File: config.mk
export PLATFORM = sky130hd
export DESIGN_NAME = epsilon_pipe
export DESIGN_NICKNAME = d
export VERILOG_FILES = /design/src/rtl/epsilon_pipe.sv
export SDC_FILE = /design/constraint.sdc
export NUM_CORES = 1
export LEC_CHECK = 0
export BUFFER_PORTS_ARGS = -buffer_cell sky130_fd_sc_hd__buf_2
export CAP_MARGIN = 0
export CORE_MARGIN = 8
export CORE_UTILIZATION = 67
export DETAILED_ROUTE_END_ITERATION = 10
export PLACE_DENSITY = 0.86
export SLEW_MARGIN = 20
export SYNTH_ARGS = -nofsm -noshare
export SYNTH_HDL_FRONTEND = slang
export SYNTH_SLANG_ARGS = --single-unit
File: constraint.sdc
create_clock -name clk -period 12.3 [get_ports clk]
set_input_delay 1.845 -clock clk [delete_from_list [all_inputs] [get_ports clk]]
set_output_delay 1.845 -clock clk [all_outputs]
set_load 0.03 [all_outputs]
File: src/rtl/epsilon_pipe.sv
// Windowed sample stage: registered pass, saturated moving sum or moving
// average over the last 2**DEPTH_LOG2 accepted samples.
module epsilon_pipe #(
    parameter int WIDTH      = 20,
    parameter int DEPTH_LOG2 = 3
) (
    input  logic                    clk,
    input  logic                    reset,
    input  logic signed [WIDTH-1:0] D_out,
    input  logic                    d_valid,
    output logic                    d_ready,
    input  logic [1:0]              mode,
    input  logic                    clear,
    output logic signed [WIDTH-1:0] E_out,
    output logic                    e_valid,
    input  logic                    e_ready,
    output logic                    filled
);

    localparam int DEPTH = 1 << DEPTH_LOG2;
    localparam int SW    = WIDTH + DEPTH_LOG2;
    localparam logic [DEPTH_LOG2:0] FULL = {1'b1, {DEPTH_LOG2{1'b0}}};
    localparam logic signed [WIDTH-1:0] VMAX = {1'b0, {(WIDTH-1){1'b1}}};
    localparam logic signed [WIDTH-1:0] VMIN = {1'b1, {(WIDTH-1){1'b0}}};

    logic signed [WIDTH-1:0] hist [DEPTH];
    logic [DEPTH_LOG2-1:0]   ptr;
    logic [DEPTH_LOG2:0]     count;
    logic signed [SW-1:0]    sum;

    logic                    accept;
    logic signed [WIDTH-1:0] oldest;
    logic signed [SW-1:0]    sum_base;
    logic signed [SW-1:0]    sum_next;
    logic [DEPTH_LOG2-1:0]   wptr;
    logic [DEPTH_LOG2:0]     cnt_base;
    logic                    fits;
    logic signed [WIDTH-1:0] sat;
    logic signed [WIDTH-1:0] avg;
    logic signed [WIDTH-1:0] res;

    assign d_ready = !e_valid || e_ready;
    assign accept  = d_valid && d_ready;
    assign filled  = (count == FULL);

    // A clear on the accepting edge makes the window look empty first.
    always_comb begin
        oldest   = clear ? '0 : hist[ptr];
        sum_base = clear ? '0 : sum;
        wptr     = clear ? '0 : ptr;
        cnt_base = clear ? '0 : count;
        sum_next = sum_base
                 + {{DEPTH_LOG2{D_out[WIDTH-1]}}, D_out}
                 - {{DEPTH_LOG2{oldest[WIDTH-1]}}, oldest};
        fits = (&sum_next[SW-1:WIDTH-1]) || !(|sum_next[SW-1:WIDTH-1]);
        sat  = fits ? sum_next[WIDTH-1:0] : (sum_next[SW-1] ? VMIN : VMAX);
        avg  = WIDTH'(sum_next >>> DEPTH_LOG2);
        res  = D_out;
        unique case (1'b1)
            (mode == 2'd1): res = sat;
            (mode == 2'd2): res = avg;
            default:        res = D_out;
        endcase
    end

    always_ff @(posedge clk) begin
        if (reset) begin
            for (int i = 0; i < DEPTH; i++) hist[i] <= '0;
            ptr     <= '0;
            count   <= '0;
            sum     <= '0;
            E_out   <= '0;
            e_valid <= 1'b0;
        end else begin
            if (clear) begin
                for (int i = 0; i < DEPTH; i++) hist[i] <= '0;
                ptr   <= '0;
                count <= '0;
                sum   <= '0;
            end
            if (accept) begin
                hist[wptr] <= D_out;
                ptr        <= wptr + 1'b1;
                count      <= (cnt_base == FULL) ? cnt_base : cnt_base + 1'b1;
                sum        <= sum_next;
                E_out      <= res;
                e_valid    <= 1'b1;
            end else if (e_ready) begin
                e_valid <= 1'b0;
            end
        end
    end

endmodule

# Word level (Yosys, flattened, before mapping)
# Memories as Yosys holds them, arrays and structs flattened. A register that Yosys moved wholly into a read port is not among the register bits.
# Index checks and enable logic that the tools add are counted.
# totals
register_bits	51
latch_bits	0
ram_bits	160
rom_bits	0
input_bits	27
out_inout_bits	23
wordCells	60
mem_count	1
# classes
n_addsub	4
n_mul	0
div_mod_pow	0
n_lt_le_gt_ge	0
n_eq_ne	4
shifts	0
muxes	30
n_bitwise	8
reduce_logical	8
# memory_table
memory	depth	width	read_ports	rd_clocked_by_memory_dff	wr	line_no	source
hist	8	20	1	1	9	26	logic signed [WIDTH-1:0] hist [DEPTH];
# op_table
operator	count
2-to-1 mux 20 bit	11
2-to-1 mux 23 bit	2
case mux 20 bit (2 select lines)	1
adder 23 bit	1
subtractor 23 bit	1
2-to-1 mux 4 bit	3
2-to-1 mux 1 bit	10
2-to-1 mux 3 bit	3
equality test 4 bit (second input constant)	2
OR 1 bit	8
adder 4 x 1 -> 4 bit (second input constant)	1
AND reduction 4 bit	1
OR reduction 4 bit	1
adder 3 x 1 -> 3 bit (second input constant)	1
equality test 2 x 1 -> 1 bit (second input constant)	1
equality test 2 bit (second input constant)	1
zero test 1 bit	2
logical OR 1 bit	2
nonzero test 2 bit	1
logical AND 1 bit	1

# Longest topological paths before layout
# Gate-level depths: netlist of run 1.
# depth
ltp_word	8
depth_mapped	20
mapped_depth_nobuf	16

# Worst setup path before layout of run 1
# OpenSTA, ideal clock, no wires.
# synth_path
path_type	input-to-reg
startpoint	input port clear
endpoint	register E_out[14]
setup_time_ns	0.116
arrival_time_ns	5.723
required_ns	12.184
path_slack_ns	6.462
cell_stages	18
path_buffers	5
cell_sequence	buf_2 -> clkbuf_1 -> clkbuf_1 -> nor2_1 -> fa_1 -> inv_1 -> fa_1 -> a211oi_1 -> o211ai_1 -> a32oi_2 -> o311ai_1 -> a21oi_1 -> xnor2_1 -> a41o_1 -> buf_4 -> buf_6 -> a221o_1 -> a31o_1
# synth_via
elab_chain_len	8
elab_cells_between_ends	11
classes_between	2 x add/sub; 5 x mux; 4 x reduce/logical
# synth_lines
element	line_no	source
start, declared	13	input logic clear,
2-to-1 mux 23 bit	n/a	
adder 23 bit	53	+ {{DEPTH_LOG2{D_out[WIDTH-1]}}, D_out}
subtractor 23 bit (*)	54	- {{DEPTH_LOG2{oldest[WIDTH-1]}}, oldest};
OR reduction 4 bit	55	fits = (&sum_next[SW-1:WIDTH-1]) || !(|sum_next[SW-1:WIDTH-1]);
zero test 1 bit	55	
logical OR 1 bit	55	
2-to-1 mux 20 bit	56	sat = fits ? sum_next[WIDTH-1:0] : (sum_next[SW-1] ? VMIN : VMAX);
case mux 20 bit (2 select lines) (*)	59	unique case (1'b1)
end signal, assigned	86	E_out <= res;
end, declared	14	output logic signed [WIDTH-1:0] E_out,
# Every way passes the cells marked *; elsewhere a longest branch is shown, timed or not.
# A chain may end at the register's enable or synchronous reset.

==> results.py, run 1 <==
metrics = {
    "die": {
        "die_area_sq_mm": 0.0216,
        "die_x_microns": 147,
        "boundaryPins": 50,
        "core_footprint_sq_mm": 0.0171,
        "placementRows": 48,
        "floorplan.initialDensity": 0.674,
        "die_h_microns": 147,
    },
    "pwr": {
        "powerDensity_mw_per_mm2": 158,
        "pwr-share-comb": 0.266,
        "power.static_leakage_uw": 0.00506,
        "p_seq_frac": 0.420,
        "power_frac_clock": 0.314,
        "internal-power_uw": 1360,
        "sw_frac_of_total": 0.318,
        "sw_power_uw": 632,
        "power.ir.vdd_worst_uv": 136,
    },
    "worst_setup_path": {
        "critPathArrivalTime_ps": 6760,
        "timing.critical_path.fanout_max": 56,
        "crit_end": "E_out[0]",
        "r2r_slack_ps": 5950,
        "timing.rr.start": "ptr[0]",
        "worstSetupStartpoint": "ptr[0]",
        "critPathLaunchType": "flip-flop",
        "critical_path.endpoint_type": "flip-flop",
        "reg2regPathDepth": 16,
        "critical_path_required_ps": 12700,
        "r2r_end": "E_out[0]",
        "timing.setup.critical_path_class": "flip-flop to flip-flop",
    },
    "timing": {
        "totalNegativeSetupSlack_ps": 0,
        "finalMaxSlewViolations": 0,
        "finalSetupViolations": 0,
        "finClkSkew_ps": 29.7,
        "max_slew.worst_pin.slew_ps": 1050,
        "hold_viol": 0,
        "rsz0062_at_grt": "no",
        "setup_slack_ps": 5950,
        "maxSlewHeadroom": 0.296,
        "hold-worst-slack_ps": 490,
        "clock.fmax_mhz": 157,
        "min_period_over_period": 0.516,
        "finalWorstPathRequiredPeriod_ps": 6350,
    },
    "clock_tree": {
        "clkSinkCount": 211,
        "cts-resized-gates": 0,
        "cts_htree_levels": 1,
        "cts-root-buf": "sky130_fd_sc_hd__clkbuf_16",
        "cts_tree": "done",
        "clock_tree.buffer_depth": 3,
        "post_cts_buffers": 0,
        "number_of_buffers_inserted_for_hold_repair_after_clock_tree_synthesis": 0,
        "cts_inserted_buffers": 22,
        "cts.reportedPaths.clkPinSlew_ps": 60,
        "clkLatencyLatePin_ps": 530,
    },
    "layout": {
        "finalNonFillerCells": 1256,
        "num-fill-cells": 1138,
        "area_delta_synth_final_pct": 9.46,
        "nNetsFinal": 1095,
        "drive_gt1_frac": 0.150,
        "num_antenna_cells": 0,
        "layout.area.seq_sq_mm": 0.00583,
        "multi_input_comb_area_sq_mm": 0.00514,
        "postLayoutCoreUtil": 0.738,
    },
    "routing": {
        "met3_length_mm": 2.51,
        "antenna_violating_nets_post_route": 0,
        "top_layer_used": "met4",
        "wl_met1_mm": 11.2,
        "drtIter0Drc": 896,
        "via_count": 8222,
        "dr_wl_met2_mm": 14.6,
        "drt-pass1-iter-count": 5,
        "wirelength_mm": 29.5,
        "drc": 0,
        "route.detailed.vias_per_inst": 6.55,
        "routed_wire_per_std_cell_microns": 23.5,
    },
    "global_route": {
        "grt_pass1_vias": 8118,
        "grt-ovfl-total": 0,
        "tot_gr_track_use": 0.270,
        "grt_start_max_net_pins": 68,
        "grt_first_pass_wirelength_mm": 45.7,
        "antenna_found_initial": 0,
    },
    "logic_synthesis": {
        "edff_count_synth": 160,
        "synth-seq-cells": 211,
        "synthesized_netlist_net_count": 1072,
        "syn-cell-area_sq_mm": 0.0115,
        "post_synth.cell_area_avg_sq_um": 11.6,
        "ys_async_sr_fraction": 0,
        "synth_flop_cell": "sky130_fd_sc_hd__edfxtp_1",
        "syn-instance-count": 994,
        "synth_cell_types": 58,
        "synth_sequential_area_ratio": 0.507,
        "warnings_from_yosys": 0,
    },
    "min_path": {
        "holdCritPathClass": "flip-flop to flip-flop",
    },
    "placement": {
        "place_ws_ps": 5870,
        "gp_congestion": 0.943,
        "dp.cells": 1218,
        "dp.final_hpwl_mm": 18.1,
        "numPortBuffers": 49,
    },
    "flow_run": {
        "timing.max_cap.violations": 0,
    },
    "outcome": {
        "status": "completed",
    },
}
flip-flops by register name, summed over array words and instances (netlist names):
register  flops
hist        160
sum          23
E_out        20
count         4
ptr           3
e_valid       1
power groups by stage:
stage          sequential (uW)  clock, uW  combinational, uW
2_1_floorplan              860          0                367
3_3_place_gp               846          0                498
3_5_place_dp               850          0                510
4_1_cts                    836        628                517
5_1_grt                    841        656                567
6_report                   836        625                529
through the flow:
step | cell area, sq um | total power (uW)
final | 12600 | 1990
after global routing | 12600 | 2060
after CTS | 12600 | 1980
after detailed placement | 11900 | 1360
after floorplan | 11500 | 1230
after global placement | 11900 | 1340
how the worst min path moves through the flow:
stage	cells past startpoint	start	slack, ps	to
after floorplan	2	sum[2]	480	sum[2]
after global placement	1	E_out[18]	480	E_out[18]
after detailed placement	1	E_out[17]	480	E_out[17]
after CTS	1	E_out[17]	500	E_out[17]
after global routing	1	E_out[17]	520	E_out[17]
final	1	E_out[17]	490	E_out[17]
logic make-up (layout without fill, tap and decap cells):
family	count (synthesis)	in the layout	synth area share
adder cells (fa/ha/maj)	51	51	0.0699
buffers and inverters	145	182	0.0492
XOR/XNOR	25	25	0.0190
AO/OA/AOI/OAI	158	158	0.0956
AND/OR/NAND/NOR	345	345	0.165
flip-flops	211	211	0.507
multiplexers	59	59	0.0949
cells in the mapped netlist (14+ instances only):
cell / count / area (sq um)
sky130_fd_sc_hd__edfxtp_1: 160 / 4800
sky130_fd_sc_hd__and2_1: 83 / 519
sky130_fd_sc_hd__inv_1: 76 / 285
sky130_fd_sc_hd__a21oi_1: 66 / 330
sky130_fd_sc_hd__nor3_1: 63 / 315
sky130_fd_sc_hd__dfxtp_1: 51 / 1020
sky130_fd_sc_hd__nand2b_1: 50 / 313
sky130_fd_sc_hd__clkbuf_1: 49 / 184
sky130_fd_sc_hd__nand2_1: 45 / 169
sky130_fd_sc_hd__mux4_2: 40 / 901
sky130_fd_sc_hd__nor2_1: 39 / 146
sky130_fd_sc_hd__ha_1: 29 / 363
sky130_fd_sc_hd__and3_1: 24 / 150
sky130_fd_sc_hd__fa_1: 22 / 440
sky130_fd_sc_hd__mux2i_1: 19 / 190
sky130_fd_sc_hd__nor3b_1: 16 / 120
sky130_fd_sc_hd__o21ai_0: 16 / 80.1
sky130_fd_sc_hd__buf_1: 15 / 56.3
sky130_fd_sc_hd__xnor2_1: 15 / 131
sky130_fd_sc_hd__a221o_1: 14 / 140
layout by cell type (no fill, tap or decap), types with 5 or more instances in the layout:
cell	instances
sky130_fd_sc_hd__nor3_1	63
sky130_fd_sc_hd__edfxtp_1	160
sky130_fd_sc_hd__nor3b_1	14
sky130_fd_sc_hd__buf_2	49
sky130_fd_sc_hd__nand2_1	45
sky130_fd_sc_hd__inv_1	76
sky130_fd_sc_hd__clkinv_1	5
sky130_fd_sc_hd__xnor2_1	15
sky130_fd_sc_hd__a31o_1	6
sky130_fd_sc_hd__clkbuf_16	22
sky130_fd_sc_hd__o21ai_0	13
sky130_fd_sc_hd__a21oi_1	66
sky130_fd_sc_hd__fa_1	22
sky130_fd_sc_hd__dfxtp_1	49
sky130_fd_sc_hd__a211oi_1	12
sky130_fd_sc_hd__clkbuf_1	9
sky130_fd_sc_hd__a21o_1	7
sky130_fd_sc_hd__a31o_2	6
sky130_fd_sc_hd__a221o_1	14
sky130_fd_sc_hd__xor2_1	10
sky130_fd_sc_hd__mux4_2	40
sky130_fd_sc_hd__ha_1	29
sky130_fd_sc_hd__buf_4	19
sky130_fd_sc_hd__and3_1	24
sky130_fd_sc_hd__nor2_1	39
sky130_fd_sc_hd__mux2i_1	19
sky130_fd_sc_hd__nand3_1	6
sky130_fd_sc_hd__and2_1	82
sky130_fd_sc_hd__nand2b_1	50
sky130_fd_sc_hd__nor2b_1	5
area by class of cell:
class	count	area share
inverter	76	0.0227
clock inverter	7	0.00626
timing repair buffer	68	0.0308
multi-input combinational	638	0.408
tap	225	0.0224
sequential	211	0.463
clock buffer	31	0.0464
worst max-delay path: stages, from the launching register on:
cell and delay (ps):
sky130_fd_sc_hd__dfxtp_4 670, sky130_fd_sc_hd__buf_4 740, sky130_fd_sc_hd__mux4_2 610, sky130_fd_sc_hd__mux2i_1 280, sky130_fd_sc_hd__nor2_1 100, sky130_fd_sc_hd__fa_1 560, sky130_fd_sc_hd__inv_1 70, sky130_fd_sc_hd__fa_1 480
sky130_fd_sc_hd__a211oi_1 310, sky130_fd_sc_hd__o211ai_1 190, sky130_fd_sc_hd__a32oi_2 370, sky130_fd_sc_hd__o311ai_1 120, sky130_fd_sc_hd__a21oi_1 180, sky130_fd_sc_hd__xnor2_1 270, sky130_fd_sc_hd__a41o_1 720, sky130_fd_sc_hd__a221oi_1 170
sky130_fd_sc_hd__o41ai_1 350
routing by layer:
metal | vias up | track usage
met1 | 4054 | 0.346
li1 | 3636 | -
met3 | 80 | 0.0421
met5 | - | 0
met4 | 0 | 0.112
met2 | 452 | 0.453
(Power assumes the default switching activity.)
==> run 2, diff against run 1 <==
--- a/config.mk
+++ b/config.mk
@@ -8,9 +8,9 @@
 export BUFFER_PORTS_ARGS = -buffer_cell sky130_fd_sc_hd__buf_2
 export CAP_MARGIN = 0
 export CORE_MARGIN = 8
-export CORE_UTILIZATION = 67
+export CORE_UTILIZATION = 56
 export DETAILED_ROUTE_END_ITERATION = 10
-export PLACE_DENSITY = 0.86
+export PLACE_DENSITY = 0.76
 export SLEW_MARGIN = 20
 export SYNTH_ARGS = -nofsm -noshare
 export SYNTH_HDL_FRONTEND = slang
==> constraint.sdc (replaced) <==
create_clock -name clk -period 5.45 [get_ports clk]
set_input_delay 0.8175 -clock clk [delete_from_list [all_inputs] [get_ports clk]]
set_output_delay 0.8175 -clock clk [all_outputs]
set_load 0.03 [all_outputs]
==> run 2 against run 1 <==
Against the previous run:
- first-iteration DRC count is 0.89% lower
- critical path depth grew 1
- critical path type unchanged
- fmax up 22%
- highest routed layer unchanged
- cell count is 5.4% higher
- combinational power rose by 130%
- die area up 17%
- core utilization fell by 9.7 points
- sequential share of layout area fell by 1.2 points
==> results.py, run 2 (synthesis results as in run 1) <==
metrics = {
    "outcome": {
        "status": "completed",
    },
    "clock_tree": {
        "clkLatencyLatePin_ps": 520,
        "cts_inserted_buffers": 23,
        "clock_tree.buffer_depth": 3,
        "clkSinkCount": 211,
        "number_of_buffers_inserted_for_hold_repair_after_clock_tree_synthesis": 0,
        "cts_htree_levels": 1,
        "cts-root-buf": "sky130_fd_sc_hd__clkbuf_16",
        "cts_tree": "done",
        "cts.reportedPaths.clkPinSlew_ps": 60,
    },
    "worst_setup_path": {
        "slowest_stage": "sky130_fd_sc_hd__dfxtp_4",
        "cp_cell_sequence": "buf_16 -> mux4_2 -> mux2i_1 -> nor2_1 -> fa_1 -> inv_1 -> ha_1 -> a21oi_1 -> o211ai_1 -> a32oi_2 -> o311ai_1 -> a21oi_1 -> xnor2_2 -> a41o_1 -> buf_4 -> a221o_1 -> a31o_2",
        "path_delay_family": "compound AO/OA/AOI/OAI gates",
        "timing.critical_path.slowest_cell_delay_ps": 540,
        "reg2regPathDepth": 17,
        "critical_path_required_ps": 5850,
        "r2r_end": "E_out[3]",
        "critPathArrivalTime_ps": 5600,
        "timing.rr.start": "ptr[0]",
        "cp_common_cell": "sky130_fd_sc_hd__a21oi_1",
        "r2r_slack_ps": 250,
        "critPathLaunchType": "flip-flop",
        "timing.setup.critical_path_class": "flip-flop to flip-flop",
        "critical_path.endpoint_type": "flip-flop",
        "number_of_buffer_and_inverter_instances_along_the_worst_setup_path": 3,
        "timing.critical_path.fanout_max": 11,
    },
    "flow_run": {
        "timing.max_cap.violations": 0,
    },
    "routing": {
        "route.detailed.vias_per_inst": 6.22,
        "drtIter0Drc": 888,
        "drt-pass1-iter-count": 4,
        "drc": 0,
        "routed_wire_per_std_cell_microns": 23.1,
        "via_count": 8241,
        "antenna_violating_nets_post_route": 0,
        "wirelength_mm": 30.6,
    },
    "global_route": {
        "antenna_found_initial": 0,
        "tot_gr_track_use": 0.234,
        "grt_first_pass_wirelength_mm": 46.7,
        "grt_start_max_net_pins": 57,
        "grt_pass1_vias": 8093,
        "grt-ovfl-total": 0,
    },
    "layout": {
        "nNetsFinal": 1118,
        "commonest_non_fill_non_tap_cell_in_the_layout": "sky130_fd_sc_hd__edfxtp_1",
        "most_frequent_cells_in_the_layout": "sky130_fd_sc_hd__edfxtp_1, sky130_fd_sc_hd__and2_1, sky130_fd_sc_hd__inv_1",
        "reg.largest.list": "hist (160), sum (23), E_out (20)",
        "area_delta_synth_final_pct": 12.3,
        "num-fill-cells": 1534,
        "max_flop_register": "hist",
        "drive_gt1_frac": 0.175,
        "largest_register_ff_count": 160,
        "num_antenna_cells": 0,
    },
    "pwr": {
        "power.ir.vdd_worst_uv": 323,
        "powerDensity_mw_per_mm2": 354,
        "power.static_leakage_uw": 0.00522,
        "finalPower_uw": 4580,
    },
    "die": {
        "die_h_microns": 159,
        "boundaryPins": 50,
        "core_footprint_sq_mm": 0.0202,
        "placementRows": 52,
        "die_x_microns": 159,
        "die_area_sq_mm": 0.0254,
        "floorplan.initialDensity": 0.570,
    },
    "placement": {
        "dp.final_hpwl_mm": 20.2,
        "numPortBuffers": 49,
        "gp_congestion": 0.954,
    },
    "timing": {
        "clock.fmax_mhz": 192,
        "max_slew.worst_pin.slew_ps": 867,
        "rsz0062_at_grt": "no",
        "finalMaxSlewViolations": 0,
        "finClkSkew_ps": 12.6,
        "finalWorstPathRequiredPeriod_ps": 5200,
        "finalSetupViolations": 0,
        "totalNegativeSetupSlack_ps": 0,
        "hold_viol": 0,
        "maxSlewHeadroom": 0.421,
        "min_period_over_period": 0.955,
    },
    "min_path": {
        "holdCritPathClass": "flip-flop to flip-flop",
        "hold-path-cell-count": 2,
        "min_to": "E_out[0]",
        "worst_hold_startpoint": "E_out[0]",
    },
}
## run 2: worst max path at each step
stage / from / endpoint / slack [ps] / cells past startpoint
3_3_place_gp: ptr[0] / E_out[12] / 160 / 17
2_1_floorplan: ptr[0] / E_out[14] / 410 / 19
6_report: ptr[0] / E_out[3] / 250 / 17
3_5_place_dp: ptr[0] / E_out[12] / 130 / 17
5_1_grt: ptr[0] / E_out[3] / 50 / 17
4_1_cts: ptr[0] / E_out[12] / 130 / 17
## run 2: worst reg2reg max path, delay by kind of cell (launching register included)
family,cells,cell delay (ps)
AO/OA/AOI/OAI,8,2110
adder cells (fa/ha/maj),2,900
multiplexers,2,830
flip-flops,1,540
buffers and inverters,3,460
XOR/XNOR,1,160
AND/OR/NAND/NOR,1,110
## run 2: cell type report
class | instances | area, sq um | area share
clock buffers | 29 | 598 | 0.0463
clock inverters | 10 | 101 | 0.00785
repair buffers | 90 | 618 | 0.0478
flip-flops and latches | 211 | 5830 | 0.452
multi-input cells | 638 | 5140 | 0.398
well taps | 270 | 338 | 0.0262
inverters | 76 | 285 | 0.0221
## run 2: stage by stage
stage	instances	setup slack, ps	hold WS, ps	utilization	instance area [sq um]
after floorplan	994	413	482	-	11500
after global placement	1283	161	489	0.603	12200
after detailed placement	1283	132	491	0.603	12200
after CTS	1322	127	502	0.638	12900
after global routing	1324	54.6	523	0.641	12900
final	1324	247	498	0.641	12900
## run 2: repair_timing
action,4_1_cts,5_1_grt
gates resized for setup,0,2
endpoints found under the hold margin,0,0
endpoints found under the setup margin,0,19
buffers inserted,0,2
## run 2: where the power goes
group          total, uW  leakage (uW)  switching (uW)  internal, uW
Clock               1480      0.000342             617           867
Combinational       1210       0.00267             762           450
Sequential          1880       0.00220            44.0          1840
## run 2: metal layers
layer | up-vias | part of all wire | global-route usage
met5 | - | 0 | 0
met4 | 0 | 0.033 | 0.0789
met3 | 70 | 0.075 | 0.0300
met2 | 387 | 0.49 | 0.396
met1 | 4103 | 0.40 | 0.308
li1 | 3681 | - | -
==> run 3, diff against run 2 <==
--- a/config.mk
+++ b/config.mk
@@ -7,10 +7,13 @@
 export LEC_CHECK = 0
 export BUFFER_PORTS_ARGS = -buffer_cell sky130_fd_sc_hd__buf_2
 export CAP_MARGIN = 0
+export CELL_PAD_IN_SITES_DETAIL_PLACEMENT = 2
+export CELL_PAD_IN_SITES_GLOBAL_PLACEMENT = 2
 export CORE_MARGIN = 8
-export CORE_UTILIZATION = 56
+export CORE_UTILIZATION = 39
 export DETAILED_ROUTE_END_ITERATION = 10
-export PLACE_DENSITY = 0.76
+export HOLD_SLACK_MARGIN = 0.12
+export PLACE_DENSITY_LB_ADDON = 0.1
 export SLEW_MARGIN = 20
 export SYNTH_ARGS = -nofsm -noshare
 export SYNTH_HDL_FRONTEND = slang
==> run 3 against run 2 <==
Against the previous run:
- worst setup slack better by 26 ps
- via count decreased by 1.3%
- clock skew down 4.2 ps
- register-to-register slack improved by 30 ps
- critical endpoint is now E_out[15]
==> results.py, run 3 (synthesis results as in run 1) <==
metrics = {
    "outcome": {
        "status": "completed",
    },
    "die": {
        "die_x_microns": 188,
        "floorplan.initialDensity": 0.392,
        "die_h_microns": 188,
        "placementRows": 63,
        "core_footprint_sq_mm": 0.0293,
        "die_area_sq_mm": 0.0352,
        "boundaryPins": 50,
    },
    "clock_tree": {
        "clock_tree.buffer_depth": 3,
        "cts_inserted_buffers": 26,
        "cts_tree": "done",
        "clkSinkCount": 211,
        "cts_htree_levels": 1,
        "clkLatencyLatePin_ps": 530,
        "cts.reportedPaths.clkPinSlew_ps": 60,
        "cts-root-buf": "sky130_fd_sc_hd__clkbuf_16",
        "number_of_buffers_inserted_for_hold_repair_after_clock_tree_synthesis": 0,
    },
    "pwr": {
        "sw_frac_of_total": 0.317,
        "sw_power_uw": 1580,
        "power.ir.vdd_worst_uv": 265,
        "internal-power_uw": 3390,
        "powerDensity_mw_per_mm2": 375,
        "pwr-share-comb": 0.259,
        "power.static_leakage_uw": 0.00532,
        "power_frac_clock": 0.361,
        "p_seq_frac": 0.380,
    },
    "timing": {
        "finalMaxSlewViolations": 0,
        "finClkSkew_ps": 8.30,
        "hold-worst-slack_ps": 503,
        "clock.fmax_mhz": 193,
        "totalNegativeSetupSlack_ps": 0,
        "maxSlewHeadroom": 0.335,
        "finalSetupViolations": 0,
        "finalWorstPathRequiredPeriod_ps": 5180,
        "max_slew.worst_pin.slew_ps": 998,
        "hold_viol": 0,
        "min_period_over_period": 0.950,
        "rsz0062_at_grt": "no",
    },
    "layout": {
        "commonest_non_fill_non_tap_cell_in_the_layout": "sky130_fd_sc_hd__edfxtp_1",
        "area_delta_synth_final_pct": 15.4,
        "most_frequent_cells_in_the_layout": "sky130_fd_sc_hd__edfxtp_1, sky130_fd_sc_hd__and2_1, sky130_fd_sc_hd__inv_1",
        "reg.largest.list": "hist (160), sum (23), E_out (20)",
        "layout.area.seq_sq_mm": 0.00583,
        "nNetsFinal": 1122,
        "max_flop_register": "hist",
        "multi_input_comb_area_sq_mm": 0.00515,
        "finalNonFillerCells": 1454,
        "num_antenna_cells": 0,
        "num-fill-cells": 3000,
        "drive_gt1_frac": 0.184,
        "largest_register_ff_count": 160,
    },
    "global_route": {
        "tot_gr_track_use": 0.215,
        "antenna_found_initial": 0,
        "grt_pass1_vias": 9179,
        "grt_start_max_net_pins": 47,
        "grt-ovfl-total": 0,
        "grt_first_pass_wirelength_mm": 57.9,
    },
    "placement": {
        "dp.final_hpwl_mm": 26.0,
        "dp.cells": 1405,
        "numPortBuffers": 49,
        "gp_congestion": 0.833,
    },
    "min_path": {
        "worst_hold_startpoint": "E_out[17]",
        "holdCritPathClass": "flip-flop to flip-flop",
        "hold-path-cell-count": 1,
        "min_to": "E_out[17]",
    },
    "worst_setup_path": {
        "timing.rr.start": "ptr[0]",
        "r2r_slack_ps": 270,
        "r2r_end": "E_out[15]",
        "critical_path_required_ps": 5870,
        "timing.setup.critical_path_class": "flip-flop to flip-flop",
        "critPathLaunchType": "flip-flop",
        "critical_path.endpoint_type": "flip-flop",
        "critPathArrivalTime_ps": 5600,
        "timing.critical_path.fanout_max": 16,
        "reg2regPathDepth": 16,
    },
    "routing": {
        "drt-pass1-iter-count": 4,
        "via_count": 8136,
        "drc": 0,
        "route.detailed.vias_per_inst": 5.60,
        "drtIter0Drc": 526,
        "wirelength_mm": 38.1,
        "antenna_violating_nets_post_route": 0,
        "routed_wire_per_std_cell_microns": 26.2,
    },
    "flow_run": {
        "timing.max_cap.violations": 0,
    },
}
-- run 3: power groups by stage --
stage / clock network [uW] / registers [uW] / logic [uW]
after floorplan: 0 / 1940 / 829
after global placement: 0 / 1920 / 1250
after detailed placement: 0 / 1930 / 1280
after CTS: 1830 / 1890 / 1290
after global routing: 1880 / 1900 / 1410
final: 1800 / 1890 / 1290
-- run 3: layer usage --
metal,vias up,part of all wire,GRT usage
met3,52,0.034,0.0214
met4,0,0.029,0.0618
met2,151,0.51,0.383
li1,3693,-,-
met1,4240,0.42,0.272
met5,-,0,0
-- run 3: worst max path at each step --
stage / startpoint / to / slack (ps) / cells after the start
final: ptr[0] / E_out[15] / 270 / 16
after global routing: ptr[0] / E_out[0] / 20 / 18
after CTS: ptr[0] / E_out[0] / 160 / 17
after detailed placement: ptr[0] / E_out[15] / 200 / 15
after global placement: ptr[0] / E_out[15] / 270 / 17
after floorplan: ptr[0] / E_out[14] / 410 / 19
-- run 3: what timing repair did --
action / in CTS / in global routing
setup buffers: 0 / 1
hold endpoints to repair: 0 / 0
setup endpoints to repair: 0 / 18
gates resized for setup: 0 / 2
-- run 3: area by class of cell --
class / instances / area share
repair buffers: 91 / 0.0475
inverters: 76 / 0.0215
multi-input cells: 638 / 0.388
flip-flops and latches: 211 / 0.440
clock buffers: 29 / 0.0515
clock inverters: 19 / 0.0147
well taps: 390 / 0.0368
-- run 3: through the flow --
step / utilization / total power [uW] / area, sq um / setup slack [ps]
after floorplan: - / 2770 / 11500 / 413
after global placement: 0.422 / 3170 / 12400 / 266
after detailed placement: 0.422 / 3200 / 12400 / 199
after CTS: 0.452 / 5010 / 13200 / 161
after global routing: 0.453 / 5190 / 13300 / 16.0
final: 0.453 / 4970 / 13300 / 273
-- run 3: worst max-delay path: stages, from the launching register on --
cell and delay, ps:
sky130_fd_sc_hd__dfxtp_4 590, sky130_fd_sc_hd__buf_8 240, sky130_fd_sc_hd__mux4_2 530, sky130_fd_sc_hd__mux2i_1 270, sky130_fd_sc_hd__nor2_1 100, sky130_fd_sc_hd__fa_1 490, sky130_fd_sc_hd__inv_1 40, sky130_fd_sc_hd__ha_1 380
sky130_fd_sc_hd__and3_1 240, sky130_fd_sc_hd__and3_1 200, sky130_fd_sc_hd__a211oi_4 340, sky130_fd_sc_hd__nand2_2 100, sky130_fd_sc_hd__a221oi_2 270, sky130_fd_sc_hd__xnor2_1 210, sky130_fd_sc_hd__o32a_4 520, sky130_fd_sc_hd__a221o_1 330
sky130_fd_sc_hd__a31o_1 210
